==> src/rtl/alu_share_arbiter.sv <==
// Round-robin share of one ALUwhole between two requesters: latch the winner's
// operands, hold them on the ALU for ALU_LAT cycles, capture the result, pulse done.
//
// state | meaning
// IDLE  | no operation in flight; requests sampled here
// EXEC  | winner granted, operands held on the ALU, latency timer running
// DONE  | result captured, done pulse to the winner, back to IDLE next edge
module alu_share_arbiter #(
  parameter int WIDTH   = 32,
  parameter int ALU_LAT = 1
) (
  input  logic             clk,
  input  logic             rst,
  input  logic             req0,
  input  logic             req1,
  input  logic [1:0]       alu_op0,
  input  logic [1:0]       alu_op1,
  input  logic [5:0]       fuc0,
  input  logic [5:0]       fuc1,
  input  logic [WIDTH-1:0] a0,
  input  logic [WIDTH-1:0] a1,
  input  logic [WIDTH-1:0] b0,
  input  logic [WIDTH-1:0] b1,
  output logic             grant0,
  output logic             grant1,
  output logic             done0,
  output logic             done1,
  output logic [WIDTH-1:0] res_data,
  output logic             res_zero,
  output logic             res_carry,
  output logic             res_ovf,
  output logic             busy,
  output logic [1:0]       ALUop,
  output logic [5:0]       Fuc,
  output logic [WIDTH-1:0] Adat,
  output logic [WIDTH-1:0] Bdat,
  input  logic [WIDTH-1:0] Result,
  input  logic             zero,
  input  logic             carryout,
  input  logic             overflow
);

  typedef enum logic [1:0] {
    S_IDLE = 2'd0,
    S_EXEC = 2'd1,
    S_DONE = 2'd2
  } state_t;

  localparam logic [2:0] LAT_LOAD = 3'(ALU_LAT - 1);

  state_t           state;
  logic [2:0]       cnt;
  logic             ptr;
  logic             win;

  logic             any_req;
  logic             pick1;
  logic [1:0]       sel_op;
  logic [5:0]       sel_fuc;
  logic [WIDTH-1:0] sel_a;
  logic [WIDTH-1:0] sel_b;

  // A lone requester wins outright; a tie goes to whichever side ptr favours.
  always_comb begin
    any_req = req0 | req1;
    pick1   = req1 & (~req0 | ptr);
    sel_op  = pick1 ? alu_op1 : alu_op0;
    sel_fuc = pick1 ? fuc1    : fuc0;
    sel_a   = pick1 ? a1      : a0;
    sel_b   = pick1 ? b1      : b0;
  end

  always_ff @(posedge clk) begin
    if (rst) begin
      state     <= S_IDLE;
      cnt       <= '0;
      ptr       <= 1'b0;
      win       <= 1'b0;
      grant0    <= 1'b0;
      grant1    <= 1'b0;
      done0     <= 1'b0;
      done1     <= 1'b0;
      busy      <= 1'b0;
      ALUop     <= '0;
      Fuc       <= '0;
      Adat      <= '0;
      Bdat      <= '0;
      res_data  <= '0;
      res_zero  <= 1'b0;
      res_carry <= 1'b0;
      res_ovf   <= 1'b0;
    end else begin
      case (state)
        S_IDLE: begin
          if (any_req) begin
            state  <= S_EXEC;
            win    <= pick1;
            ptr    <= ~pick1;
            cnt    <= LAT_LOAD;
            grant0 <= ~pick1;
            grant1 <= pick1;
            busy   <= 1'b1;
            ALUop  <= sel_op;
            Fuc    <= sel_fuc;
            Adat   <= sel_a;
            Bdat   <= sel_b;
          end
        end
        // Timer counts down; terminal count is the edge ALU_LAT cycles after grant.
        S_EXEC: begin
          if (cnt == 3'd0) begin
            state     <= S_DONE;
            res_data  <= Result;
            res_zero  <= zero;
            res_carry <= carryout;
            res_ovf   <= overflow;
            done0     <= ~win;
            done1     <= win;
          end else begin
            cnt <= cnt - 3'd1;
          end
        end
        // ALU ports deliberately keep their values on the way back to IDLE.
        S_DONE: begin
          state  <= S_IDLE;
          grant0 <= 1'b0;
          grant1 <= 1'b0;
          done0  <= 1'b0;
          done1  <= 1'b0;
          busy   <= 1'b0;
        end
        default: begin
          state  <= S_IDLE;
          grant0 <= 1'b0;
          grant1 <= 1'b0;
          done0  <= 1'b0;
          done1  <= 1'b0;
          busy   <= 1'b0;
        end
      endcase
    end
  end

endmodule

==> config.mk <==
export PLATFORM = sky130hd
export DESIGN_NAME = alu_share_arbiter
export DESIGN_NICKNAME = d
export VERILOG_FILES = /design/src/rtl/alu_share_arbiter.sv
export SDC_FILE = /design/constraint.sdc
export NUM_CORES = 1
export LEC_CHECK = 0
export ABC_CLOCK_PERIOD_IN_PS = 3400
export CAP_MARGIN = 5
export CORE_AREA = 2 2 115 117
export DETAILED_ROUTE_END_ITERATION = 16
export DIE_AREA = 0 0 117 119
export PLACE_DENSITY = 0.84
export RECOVER_POWER = 50
export SETUP_SLACK_MARGIN = 0.3
export SYNTH_ARGS = -nofsm -noshare
export SYNTH_HDL_FRONTEND = slang
export SYNTH_SLANG_ARGS = --single-unit
==> constraint.sdc <==
create_clock -name clk -period 3.4 [get_ports clk]
set_input_delay 0.68 -clock clk [delete_from_list [all_inputs] [get_ports clk]]
set_output_delay 0.68 -clock clk [all_outputs]
set_load 0.05 [all_outputs]
After elaboration in Yosys (flattened, before gate mapping):

Cells that the tools add are included.

* register bits: 119
* input port bits: 183
* output and inout port bits: 112
* word-level logic and storage cells: 59

* add/subtract/negate cells: 1
* eq/ne operators: 4
* muxes and demuxes: 20
* bitwise gates (word level): 8
* reduce and logical (&&, ||, !) cells: 9

Operators with widths (count)
* 2-to-1 mux 32 bit: 2
* one-hot mux 1 bit (2 select lines): 5
* AND reduction 2 bit: 5
* 2-to-1 mux 2 bit: 3
* 2-to-1 mux 3 bit: 2
* 2-to-1 mux 6 bit: 1
* != test 2 bit, second input constant: 3
* one-hot mux 3 bit (2 select lines): 1
* 2-to-1 mux 1 bit: 5
* inverter 1 bit: 5
* one-hot mux 2 bit (2 select lines): 1
* zero test 3 bit: 1
* AND reduction 3 bit: 1
* subtractor 3 x 1 -> 3 bit, second input constant: 1
* == test 2 x 1 -> 1 bit, second input constant: 1
* zero test 2 bit: 1
* bitwise OR 1 bit: 2
* nonzero test 2 bit: 1
* AND 1 bit: 1

Depth between registers and ports, before layout:

Gate-level depths: netlist of run 1.

* depth in word-level cells: 6
* mapped depth: 7
* mapped depth without buffers: 5

Least setup slack after synthesis of run 1:

OpenSTA, ideal clock, no wires.

* path type: in2reg
* start: input port req1
* end: register grant0
* arrival: 1444 ps
* path slack: 1885 ps
* stages: 5
* path buffers: 2
* cells stage by stage: nor2_2 > buf_4 > buf_2 > o211ai_1 > a21oi_1

* longest elaborated chain between the ends: 4

Ends and longest elaborated chain
* start: declaration: line 15 `input logic req1,`
* AND 1 bit: line 66 `pick1 = req1 & (~req0 | ptr);`
* inverter 1 bit: line 100 `grant0 <= ~pick1;`
* 2-to-1 mux 1 bit: line 95 `if (any_req) begin`
* one-hot mux 1 bit (2 select lines): line 93 `case (state)`
* end signal: assignment: line 100
* end: declaration: line 24 `output logic grant0,`

Parallel ways exist; a longest one is shown, timed or not. The select of a mux whose other input is x is not followed.
A chain may end at the register's enable or synchronous reset.

Worst setup path in the final report of run 1:

* start: input port req0
* end: register Bdat[5]

* longest elaborated chain between the ends: 4

Ends and longest elaborated chain
* start: declaration: line 14 `input logic req0,`
* inverter 1 bit: line 66
* bitwise OR 1 bit: line 66
* AND 1 bit: line 66
* 2-to-1 mux 32 bit: line 70 `sel_b = pick1 ? b1 : b0;`
* end signal: assignment: line 106 `Bdat <= sel_b;`
* end: declaration: line 36 `output logic [WIDTH-1:0] Bdat,`

Parallel ways exist; a longest one is shown, timed or not.

==> reports/metrics.csv, run 1 <==
metric,value,unit
status,"complete, but fails checks",
synth_area_leader_cell,dfxtp_1,
antenna_found_initial,1,
grt_pass1_vias,5552,
drt_iter0_drc,608,
rows,42,
endpoint_kind,register,
grt.overflow.total,0,
async_flop_share,0,
post_cts_resized,0,
clk_latency,410,ps
peakVddDrop,303,uV
critPathMaxFanout,42,
synth.avg_cell_area,8.01,sq um
rsz0062_at_grt,false,
critPathMaxStageDelay,970,ps
ctsHoldBuffers,0,
cts_buffer_depth,2,
period_share,0.771,
max_freq,381,MHz
yosys-top-cells-area,"dfxtp_1 (47%), a31oi_1 (8.9%), nand4_1 (8.9%)",
finalHoldViolations,0,
worst-path-buf-inv,2,
grt_max_degree,78,
netlist_area,0.00509,sq mm
chipWidth,117,um
final.min_clock_period,2620,ps
ys_seq_elements,119,
worst_slew_pin_slew,1670,ps
crit_family,simple AND/OR/NAND/NOR gates,
vias_per_cell,5.58,
die_h,119,um
io_pins,295,
synthCells,635,
initial_core_util,0.395,
hp-class,reg -> reg,
clk_pin_slew,50,ps
numClockSinks,119,
routed_wl,18500,um
place_worst_setup_slack,877,ps
yosysTopAreaCellShare,0.468,
drcViolationCount,0,
syn2layout_area_growth,69.5,%
crit_chain,"dlygate4sd3_1, nand2b_1, buf_12, nand4_1, a31oi_1",
hpwl,12100,um
slew_viol_final,39,
clock_tree.root_cell,clkbuf_16,
setup_viol,0,
syn_nets,820,
port_buffers,294,
worstSetupPathType,in -> reg,
numCtsBuffers,17,
p_leak,0.00293,uW
finalNetCount,1067,
required,3730,ps
dr.pass1.iters,5,
fin_setup_tns,0,ps
layout_common_cells,"clkdlybuf4s50_1 (291), dfxtp_1 (119), nand3_1 (75)",
grt_usage,0.258,
slowest_stage,nand2b_1,
layout-drive-gt1-share,0.0514,
violations,"max-capacitance violations, max-slew violations",
drv_cap,1,
grt_pass1_wl,28300,um
layout_setup_ws,778,ps
relSlewSlack,-0.113,
p_per_area,552,mW/mm^2
crit_arrival,2950,ps
fin_cells,1071,
fill_cells,1033,
seq_area_frac_synth,0.468,
layout_commonest_cell,clkdlybuf4s50_1,
place_congestion,0.803,
clock_skew,6.95,ps
cts_tree,built,
place_inst,1039,
vias,5972,
hold_slack,451,ps
cts-htree-levels,4,
die-area,0.0139,sq mm
wire_per_inst,17.3,um
synthesis.yosys.warnings,0,
synth_cell_types,26,
synth_edf_count,0,
power,4760,uW
ys.flop_type,dfxtp_1,
cp-start-kind,input port,
n_antenna_cell,0,
ant_nets,0,
fp.coreArea,0.0129,sq mm
post_cts.repair.setup_buffers,0,
[cell type report]
cell class | count | area (sq um) | share of cell area
multi-input cells | 436 | 2340 | 0.272
clock buffers | 21 | 460 | 0.0534
well taps | 176 | 220 | 0.0255
flip-flops and latches | 119 | 2380 | 0.276
clock inverters | 11 | 171 | 0.0199
repair buffers | 305 | 3030 | 0.352
inverters | 3 | 11.3 | 0.00131
[power by group]
part	total [uW]	leakage [uW]	internal (uW)	switching, uW
Sequential	1580	0.000977	1520	62.2
Combinational	1270	0.00165	484	789
Clock	1910	0.000304	1270	646
[per-stage QoR]
step	area, sq um	util
after global placement	8020	0.623
after floorplan	5090	-
after CTS	8650	0.672
final	8620	0.670
after global routing	8620	0.670
after detailed placement	8020	0.623
[Yosys cell counts, drive strengths merged (2+ instances only)]
master,count
a21oi,46
a31oi,72
buf,40
clkbuf,37
dfxtp,119
ha,2
inv,3
nand2,73
nand2b,3
nand3,75
nand4,72
nor2,3
o211ai,3
o21ai,75
o221ai,2
or2,2
or3,3
[routing by layer]
layer  routed length [um]  up-vias  global-route usage
li1                     -     2851                   -
met1                 7230     2765               0.310
met2                 8650      315               0.408
met3                 2110       39               0.102
met4                  479        2               0.103
met5                   13        -                   0
[worst register-to-register path, cell delays in order, from the launching register on]
cell	delay (ps)
dfxtp_1	340
inv_1	70
ha_1	230
nand4bb_1	100
clkbuf_1	1210
nand2_1	180
a21oi_1	220
[cell families after synthesis]
group                      Yosys count  share of synthesized area
AOI/OAI and AO/OA                  199                      0.217
and+or+nand+nor                    235                      0.237
DFF                                119                      0.468
adders and majority gates            2                    0.00492
buffers and inverters               80                     0.0733
[state kept, by name, indices dropped and copies added (netlist names)]
name       count
grant1         1
win            1
ptr            1
busy           1
grant0         1
res_zero       1
res_data      32
done0          1
cnt            3
Bdat          32
Fuc            6
done1          1
Adat          32
ALUop          2
res_ovf        1
res_carry      1
state          2
[path summary, 6_finish.rpt]
check | start | endpoint | slack, ps | cells after the start
max | req0 | Bdat[5]$_SDFFE_PP0P_ | 780 | 5
min | res_data[15]$_SDFFE_PP0P_ | res_data[15]$_SDFFE_PP0P_ | 450 | 2
max reg2reg | cnt[0]$_SDFFE_PP0P_ | res_data[1]$_SDFFE_PP0P_ | 980 | 6
min reg2reg | res_data[15]$_SDFFE_PP0P_ | res_data[15]$_SDFFE_PP0P_ | 450 | 2
Note: power is estimated with default switching activity, not from simulation.
==> inputs of run 2 (changes only) <==
- ABC_CLOCK_PERIOD_IN_PS: 3400 -> 2670
- CORE_AREA: 2 2 115 117 -> 2 2 119 121
- DIE_AREA: 0 0 117 119 -> 0 0 121 123
- PLACE_DENSITY: 0.84 -> 0.8
- clock period: 3.4 -> 2.67 ns (I/O delays scaled with it)
==> run 2 against run 1 <==
  * Highest routed layer is now met4
  * Cell count is 0.75% higher
  * Largest power group unchanged
  * The flow now finishes without violations
  * Die area increased by 6.9%
  * Clock skew fell by 1.9 ps
  * Sequential cell count stayed put
  * Global-route usage is 1.7 points lower
  * Routed wire length rose by 0.30%
  * Utilization decreased by 3.3 points
==> reports/metrics.csv, run 2 (synthesized netlist as in run 1, its figures left out) <==
metric,value,unit
grt_pass1_wl,28600,um
fin_setup_tns,0,ps
clock_tree.root_cell,clkbuf_16,
fin_area,0.00867,sq mm
period_share,0.798,
worst-path-buf-inv,1,
status,finished clean,
grt_pass1_vias,5532,
fp.coreArea,0.0136,sq mm
p_per_area,680,mW/mm^2
clock_skew,5.07,ps
max_freq,469,MHz
placed_cell_area,0.00810,sq mm
setup_viol,0,
n_antenna_cell,0,
p_leak,0.00296,uW
drv_cap,0,
ctsHoldBuffers,0,
antenna_found_initial,0,
layout_setup_ws,538,ps
die_h,123,um
vias_per_cell,5.51,
relSlewSlack,0.378,
vias,5941,
hp-class,reg -> reg,
critPathMaxStageDelay,850,ps
wire_per_inst,17.2,um
slowest_stage,clkdlybuf4s50_1,
r2r_cells,4,
layout_common_cells,"clkdlybuf4s50_1 (291), dfxtp_1 (119), nand3_1 (75)",
crit_chain,clkdlybuf4s50_1,
worstSetupPathType,reg -> out,
io_pins,295,
layout-drive-gt1-share,0.0590,
required,2140,ps
cp.depth,1,
post_cts_resized,0,
crit_arrival,1600,ps
numCtsBuffers,17,
grt_max_degree,83,
chipWidth,121,um
post_cts.repair.setup_buffers,0,
die-area,0.0149,sq mm
cts-htree-levels,4,
drt_iter0_drc,408,
port_buffers,294,
peakVddDrop,355,uV
initial_core_util,0.374,
critPathMaxFanout,2,
cts_buffer_depth,2,
finalNetCount,1072,
finalHoldViolations,0,
place_congestion,0.830,
worstHoldPathCells,2,
cts_tree,built,
layout_commonest_cell,clkdlybuf4s50_1,
ant_nets,0,
clk_latency,400,ps
syn2layout_area_growth,70.4,%
slew_viol_final,0,
grt_usage,0.241,
rows,43,
numClockSinks,119,
top_regs,"Adat: 32 flops, Bdat: 32 flops, res_data: 32 flops",
hpwl,12300,um
final.min_clock_period,2130,ps
drcViolationCount,0,
dr.pass1.iters,5,
worst_slew_pin_slew,934,ps
endpoint_kind,output pin,
grt.overflow.total,0,
place_worst_setup_slack,554,ps
routed_wl,18500,um
cp-start-kind,register,
clk_pin_slew,50,ps
crit_family,buffers and inverters,
rsz0062_at_grt,false,
==> run 2: cell types whose count changed in the layout (fill, tap and decap cells not counted), sizes merged <==
cell      delta
buf          +4
bufinv       -2
clkbuf       +3
clkinv       +1
clkinvlp     -1
inv          -1
==> run 2: power by group <==
group | internal (uW) | switching (uW) | total (uW)
Sequential | 1930 | 78.3 | 2010
Combinational | 637 | 1010 | 1650
Clock | 1460 | 778 | 2240
Total | 4030 | 1870 | 5900
==> run 2: per-stage QoR <==
stage               total power (uW)  hold WS (ps)  std cells   util
global route                    6120           467       1079  0.637
floorplan                       3010           438        635      -
finish                          5900           452       1079  0.637
CTS                             5940           453       1079  0.638
detailed placement              3690           446       1048  0.595
global placement                3680           441       1048  0.595
==> run 2: routing by layer <==
layer  up-vias  global-route usage  part of all wire
met5         -                   0                 0
met4         0              0.0967             0.018
met3        24              0.0844             0.098
met2       283               0.396              0.48
met1      2773               0.288              0.40
li1       2861                   -                 -
==> run 2: area by class of cell <==
class,count,area [sq um]
fillers,1184,4940
repair buffers,310,3110
flip-flops and latches,119,2380
multi-input cells,436,2360
clock buffers,23,488
well taps,180,225
clock inverters,8,96.3
inverters,3,11.3
==> run 2: path summary, 6_finish.rpt <==
check / slack, ps / endpoint / start
worst max-delay path: 540 / busy / busy$_SDFFE_PP0P_
worst min-delay path: 450 / res_data[16]$_SDFFE_PP0P_ / res_data[16]$_SDFFE_PP0P_
worst max register to register: 780 / Adat[9]$_SDFFE_PP0P_ / state[0]$_SDFFE_PP0P_
worst min register to register: 450 / res_data[16]$_SDFFE_PP0P_ / res_data[16]$_SDFFE_PP0P_
